===== src/rtl/xm23_fetch_unit.sv =====
// XM23 instruction fetch stage: owns the PC, issues one-cycle word reads and presents each
// fetched instruction on a valid/ready handshake, gated by run/step, sleep and breakpoint.
module xm23_fetch_unit #(
  parameter logic [15:0] ResetPc    = 16'h0000,
  parameter logic [15:0] PcInc      = 16'd2,
  parameter int unsigned TimeoutCyc = 16
) (
  input  logic        clk_i,
  input  logic        rst_i,
  input  logic        run_i,
  input  logic        step_i,
  input  logic        sleep_i,
  input  logic [15:0] bkpnt_i,
  input  logic        bkpnt_en_i,
  input  logic        resume_i,
  input  logic        pc_load_i,
  input  logic [15:0] pc_load_val_i,
  output logic [15:0] mem_addr_o,
  output logic        mem_rd_o,
  input  logic        mem_ack_i,
  input  logic [15:0] mem_rdata_i,
  output logic [15:0] instr_o,
  output logic [15:0] instr_pc_o,
  output logic        instr_valid_o,
  input  logic        instr_ready_i,
  output logic [15:0] pc_o,
  output logic        halted_o,
  output logic        fault_o
);

  localparam int unsigned CntW = (TimeoutCyc > 2) ? $clog2(TimeoutCyc) : 1;
  localparam logic [CntW-1:0] TmoLast = CntW'(TimeoutCyc - 1);

  typedef enum logic [2:0] {StIdle, StReq, StWait, StHold, StHalt, StFault} state_e;

  state_e            state_q;
  logic [15:0]       pc_q;
  logic [15:0]       mem_addr_q;
  logic              mem_rd_q;
  logic [15:0]       instr_q;
  logic [15:0]       instr_pc_q;
  logic              instr_valid_q;
  logic              halted_q;
  logic              fault_q;
  logic              skip_q;
  logic              squash_q;
  logic              step_prev_q;
  logic              step_pend_q;
  logic [CntW-1:0]   tmo_q;

  logic step_edge;
  logic fetch_ok;
  logic bkpnt_hit;
  logic tmo_hit;

  assign step_edge = step_i & ~step_prev_q;
  assign fetch_ok  = ~sleep_i & (run_i | step_pend_q);
  assign bkpnt_hit = bkpnt_en_i & (pc_q == bkpnt_i) & ~skip_q;
  assign tmo_hit   = (tmo_q == TmoLast);

  always_ff @(posedge clk_i) begin
    if (rst_i) begin
      state_q       <= StIdle;
      pc_q          <= ResetPc;
      mem_addr_q    <= '0;
      mem_rd_q      <= 1'b0;
      instr_q       <= '0;
      instr_pc_q    <= '0;
      instr_valid_q <= 1'b0;
      halted_q      <= 1'b0;
      fault_q       <= 1'b0;
      skip_q        <= 1'b0;
      squash_q      <= 1'b0;
      step_prev_q   <= 1'b0;
      step_pend_q   <= 1'b0;
      tmo_q         <= '0;
    end else begin
      step_prev_q <= step_i;
      if (step_edge) step_pend_q <= 1'b1;

      if (pc_load_i) begin
        pc_q <= pc_load_val_i;
        unique case (state_q)
          StReq: begin
            mem_rd_q <= 1'b0;
            squash_q <= 1'b1;
            tmo_q    <= '0;
            state_q  <= StWait;
          end
          StWait: begin
            // The outstanding ack must still arrive (or time out) before we move on.
            if (mem_ack_i) begin
              squash_q <= 1'b0;
              state_q  <= StIdle;
            end else if (tmo_hit) begin
              squash_q <= 1'b0;
              fault_q  <= 1'b1;
              state_q  <= StFault;
            end else begin
              squash_q <= 1'b1;
              tmo_q    <= tmo_q + 1'b1;
            end
          end
          StHold: begin
            instr_valid_q <= 1'b0;
            state_q       <= StIdle;
          end
          default: begin
            halted_q <= 1'b0;
            skip_q   <= 1'b0;
            fault_q  <= 1'b0;
            state_q  <= StIdle;
          end
        endcase
      end else begin
        unique case (state_q)
          StIdle: begin
            if (fetch_ok) begin
              if (bkpnt_hit) begin
                halted_q <= 1'b1;
                state_q  <= StHalt;
              end else if (pc_q[0]) begin
                fault_q <= 1'b1;
                state_q <= StFault;
              end else begin
                mem_rd_q    <= 1'b1;
                mem_addr_q  <= pc_q;
                skip_q      <= 1'b0;
                step_pend_q <= step_edge;
                state_q     <= StReq;
              end
            end
          end
          StReq: begin
            mem_rd_q <= 1'b0;
            tmo_q    <= '0;
            state_q  <= StWait;
          end
          StWait: begin
            if (mem_ack_i) begin
              if (squash_q) begin
                squash_q <= 1'b0;
                state_q  <= StIdle;
              end else begin
                instr_q       <= mem_rdata_i;
                instr_pc_q    <= pc_q;
                pc_q          <= pc_q + PcInc;
                instr_valid_q <= 1'b1;
                state_q       <= StHold;
              end
            end else if (tmo_hit) begin
              squash_q <= 1'b0;
              fault_q  <= 1'b1;
              state_q  <= StFault;
            end else begin
              tmo_q <= tmo_q + 1'b1;
            end
          end
          StHold: begin
            if (instr_ready_i) begin
              instr_valid_q <= 1'b0;
              state_q       <= StIdle;
            end
          end
          StHalt: begin
            // skip lets the breakpointed instruction be fetched exactly once after resume.
            if (resume_i) begin
              halted_q <= 1'b0;
              skip_q   <= 1'b1;
              state_q  <= StIdle;
            end
          end
          StFault: ;
          default: state_q <= StIdle;
        endcase
      end
    end
  end

  assign mem_addr_o    = mem_addr_q;
  assign mem_rd_o      = mem_rd_q;
  assign instr_o       = instr_q;
  assign instr_pc_o    = instr_pc_q;
  assign instr_valid_o = instr_valid_q;
  assign pc_o          = pc_q;
  assign halted_o      = halted_q;
  assign fault_o       = fault_q;

endmodule

===== config.mk =====
export PLATFORM = sky130hd
export DESIGN_NAME = xm23_fetch_unit
export DESIGN_NICKNAME = d
export VERILOG_FILES = /design/src/rtl/xm23_fetch_unit.sv
export SDC_FILE = /design/constraint.sdc
export NUM_CORES = 1
export LEC_CHECK = 0
export ABC_CLOCK_PERIOD_IN_PS = 2550
export CORE_MARGIN = 4
export CORE_UTILIZATION = 60
export DETAILED_ROUTE_END_ITERATION = 8
export DONT_BUFFER_PORTS = 1
export PLACE_DENSITY = 0.74
export SYNTH_ARGS = -nofsm -noshare
export SYNTH_HDL_FRONTEND = slang
export SYNTH_SLANG_ARGS = --single-unit

===== constraint.sdc =====
create_clock -name clk_i -period 2.55 [get_ports clk_i]
set_clock_uncertainty 0.15 [all_clocks]
set_input_delay 0.6375 -clock clk_i [delete_from_list [all_inputs] [get_ports clk_i]]
set_output_delay 0.6375 -clock clk_i [all_outputs]
set_load 0.1 [all_outputs]

==> out/results.txt <==
Once placement completed, the tool counted placed cells totaling 595. The number of global-route vias before repair was 3,415; the fraction of layout instances using a drive strength above 1 was 20.04%. The number of nets handed over by synthesis was 545. The floorplan has 29 rows. VDD sags by at most 0.0004784 V. The average wire length per cell after detail routing was 17.37 um. The flow ran to the end, and the final reports show no timing, DRC or antenna violations. Number of cells on the worst hold path: 1. The worst hold path startpoint is rst_i. After layout, the minimum clock period comes to 2.142 ns.

The die covers 0.007875 mm^2. Total power divided by cell area: 640.1 mW/mm^2. The run gives 0 as the initial antenna violation count. In this run the static leakage power is 1.722 nW. After the first detailed-routing iteration, the DRC count stood at 229. Of the synthesized area, sequential elements account for 39.92%. For this configuration, the core starts out at a cell density of 61.60%. For the combinational fraction of design power, the log shows 19.7%. TritonCTS built the clock tree. The synthesized design contains 0 enable-type register cells. The critical path goes through or3b_1, nor3_4, nand4_1, xor2_1, a211oi_2. The maximum clock frequency came out at 0.4670 GHz. At the later pin of the worst-skew pair, clock insertion delay measures 0.35 ns. The fraction of power spent switching nets is 32.51%, and the area share of the largest cell type after synthesis is 39.92%. The tools report the sum of overflow across all layers after global routing as 0. Post-CTS repair changed the size of 0 cells. Yosys mapped the design onto 56 distinct sky130hd cell types. Global routing consumed, on the met1 layer, 33.14% of the routing resources. The worst setup path is captured at a register. The run gives 485 as the cell count after synthesis.

In the layout the commonest cells are nand2_1, dfxtp_1, buf_4. Cell internal power was estimated by the tool at 0.001997 W. By area the synthesized netlist is led by dfxtp_1, nand2_1, a21oi_1. The largest individual stage delay along the critical path comes from the cell dfxtp_1. Length in cells of the worst reg-to-reg path: 5. The startpoint of the worst register-to-register path was state_q[1].

The average cell area after synthesis was 8.064 um^2. The met2 usage in global routing was 45.95%. STA classifies the critical path startpoint as a register. The clock tree buffer depth was 2; the total number of vias was 3,702. In the synthesized netlist the async set-or-reset flop fraction comes to 0%.

Class of the most critical hold timing path: primary input to register. Setup violations remaining at the end of the flow were counted as 0. In this run the power spent charging and discharging nets is 0.0009618 W. The terminus of the critical flop-to-flop path is pc_o[12].

The count of pins on the block boundary was 126; the placed wire-length estimate was 7.319 mm. The net count of the finished layout is 589. In this run, synthesis produced a sequential element count of 78.

The tools report the signal arrival time at the worst endpoint as 2.27 ns. For met3 alone, demand over resource in global routing was 5.959%. The worst register-to-register path has a setup slack of 0.41 ns. After clock tree synthesis, the clock-pin slew on the worst setup and hold paths is 0.08 ns. The congestion estimate from routability-driven global placement came to 0.8048. Clock tree synthesis found a total of 78 sinks.

DRC violations left: 0. Total number of yosys warnings: 0. The setup TNS is 0 ns. Number of inserted diodes: 0. In this run the remaining antenna-violating nets after routing total 0.

The layout has 508 filler cells. The max-slew violation count was 0; the height of the chip was 88.74 um. The largest single stage delay on the critical path is 0.56 ns.

The via density per instance came out at 6.059. For this run, the detailed router's first-pass iteration total came to 4. For this run, the leading register cell type out of synthesis is dfxtp_1. The total of buffers placed on input and output ports works out to 0. For this run, the total global-route usage over all layers was measured as 26.97%. Excluding fillers, the count of instances in the completed layout stands at 611. Along the worst path, the maximum fanout reaches 12.

In this run the most used layer during global routing was met2. The run gives 2.67 ns as the required arrival time at the worst endpoint. Post-CTS timing repair inserted 0 buffers for setup. For the final count of hold timing violations, the log shows 0.

Setup repair after global routing left no endpoint under its margin. The clock tree synthesis step divided the H-tree into 3 levels. The growth of design area from synthesis to finish was 18.17%.

The final clock period utilization by the worst path was 83.98%. The root buffer cell chosen for the clock tree is clkbuf_8. The logs give 10.62 mm for the wire length reported by the detailed router and 0 for the number of hold buffers added after CTS. The netlist area before placement is 0.003911 mm^2, and the portion of total power attributed to the clock network is 35.7%.

The post-layout utilization of the core was 72.79%. The final hold slack was 0.2154 ns; the CTS buffer count was 9. For hold timing, the worst endpoint is pc_o[12].

The tools report the worst setup slack before clock tree synthesis as 0.4383 ns. dfxtp_1 takes more of the synthesized area than any other cell. The worst setup path is of the register to register kind. Max-cap violations in this run came to 0.

The logs give 72 for the pin count of the biggest net entering global routing and 44.6% for the sequential power share. The tools report the worst setup slack after layout as 0.4085 ns. The first global-routing pass estimated 16.70 mm of wire.

The floorplan step set the die width to 88.74 um. After floorplanning, the core was sized to cover 0.006350 mm^2. The library cell used most frequently in the layout, excluding fill and tap cells, is nand2_1.
[power by group through the flow]
stage	combinational [W]	sequential (W)	clock [W]
floorplan	0.000237	0.00160	0
global placement	0.000572	0.00135	0
detailed placement	0.000580	0.00135	0
CTS	0.000583	0.00132	0.00107
global route	0.000616	0.00133	0.00112
finish	0.000582	0.00132	0.00106
[synth_stat cells (4+ instances only)]
cell type and instances:
nand2_1 85, dfxtp_1 78, a21oi_1 45, nand4_1 24
nor2_1 24, nand3_1 23, clkbuf_1 22, xnor2_1 20
nand2b_1 18, nor3b_1 16, a32oi_1 15, buf_2 14
xor2_1 12, a211oi_1 10, o21ai_0 10, nor3_1 6
inv_1 5, a31oi_1 4, buf_1 4, nor2b_1 4
[sequential cells by signal, indices dropped and copies added (netlist names), 3 cells and up, named ones only]
name and cells:
mem_addr_o 15, tmo_q 4, state_q 3, instr_o 16, instr_pc_o 16, pc_o 16
[kinds of logic after synthesis]
group           Yosys count  synth area share (%)
mux                       1                0.2559
buf+inv                  48                 5.342
other cells               1               0.09588
fa+ha+maj                 2                0.6397
flops                    78                 39.92
compound gates          103                 17.24
simple gates            220                 29.34
xor+xnor                 32                 7.166
[per-layer routing]
| layer | vias to the layer above | share of wire, % |
|---|---|---|
| met1 | 1749 | 39 |
| met3 | 17 | 9.6 |
| met2 | 138 | 50 |
| li1 | 1798 | - |
| met4 | 0 | 2.1 |
| met5 | - | 0 |
[how the worst max path moves through the flow]
stage,start,slack [ns],to
CTS,state_q[1],0.42,pc_o[12]
global placement,bkpnt_i[8],0.45,state_q[2]
detailed placement,state_q[1],0.44,pc_o[12]
floorplan,pc_o[1],0.11,mem_addr_o[12]
finish,state_q[1],0.41,pc_o[12]
global route,state_q[1],0.23,pc_o[10]
[layout make-up]
class / instances / area (um^2) / share of cell area [%]
clock inverters: 6 / 93.84 / 2.030
inverters: 6 / 22.52 / 0.4873
flip-flops and latches: 78 / 1565 / 33.87
multi-input cells: 359 / 2143 / 46.37
well taps: 77 / 96.34 / 2.084
repair buffers: 75 / 563.0 / 12.18
clock buffers: 10 / 137.6 / 2.978
[worst max-delay path: cells and delay by family (launching register included)]
kind | cells | cell delay [ns]
flops | 1 | 0.56
simple gates | 3 | 0.97
compound gates | 1 | 0.20
xor+xnor | 1 | 0.17
[through the flow]
step,power (W),area [um^2]
CTS,0.002975,4622
global placement,0.001917,4390
floorplan,0.001833,3915
finish,0.002959,4622
global route,0.003062,4622
detailed placement,0.001928,4390
(Power assumes the default switching activity.)
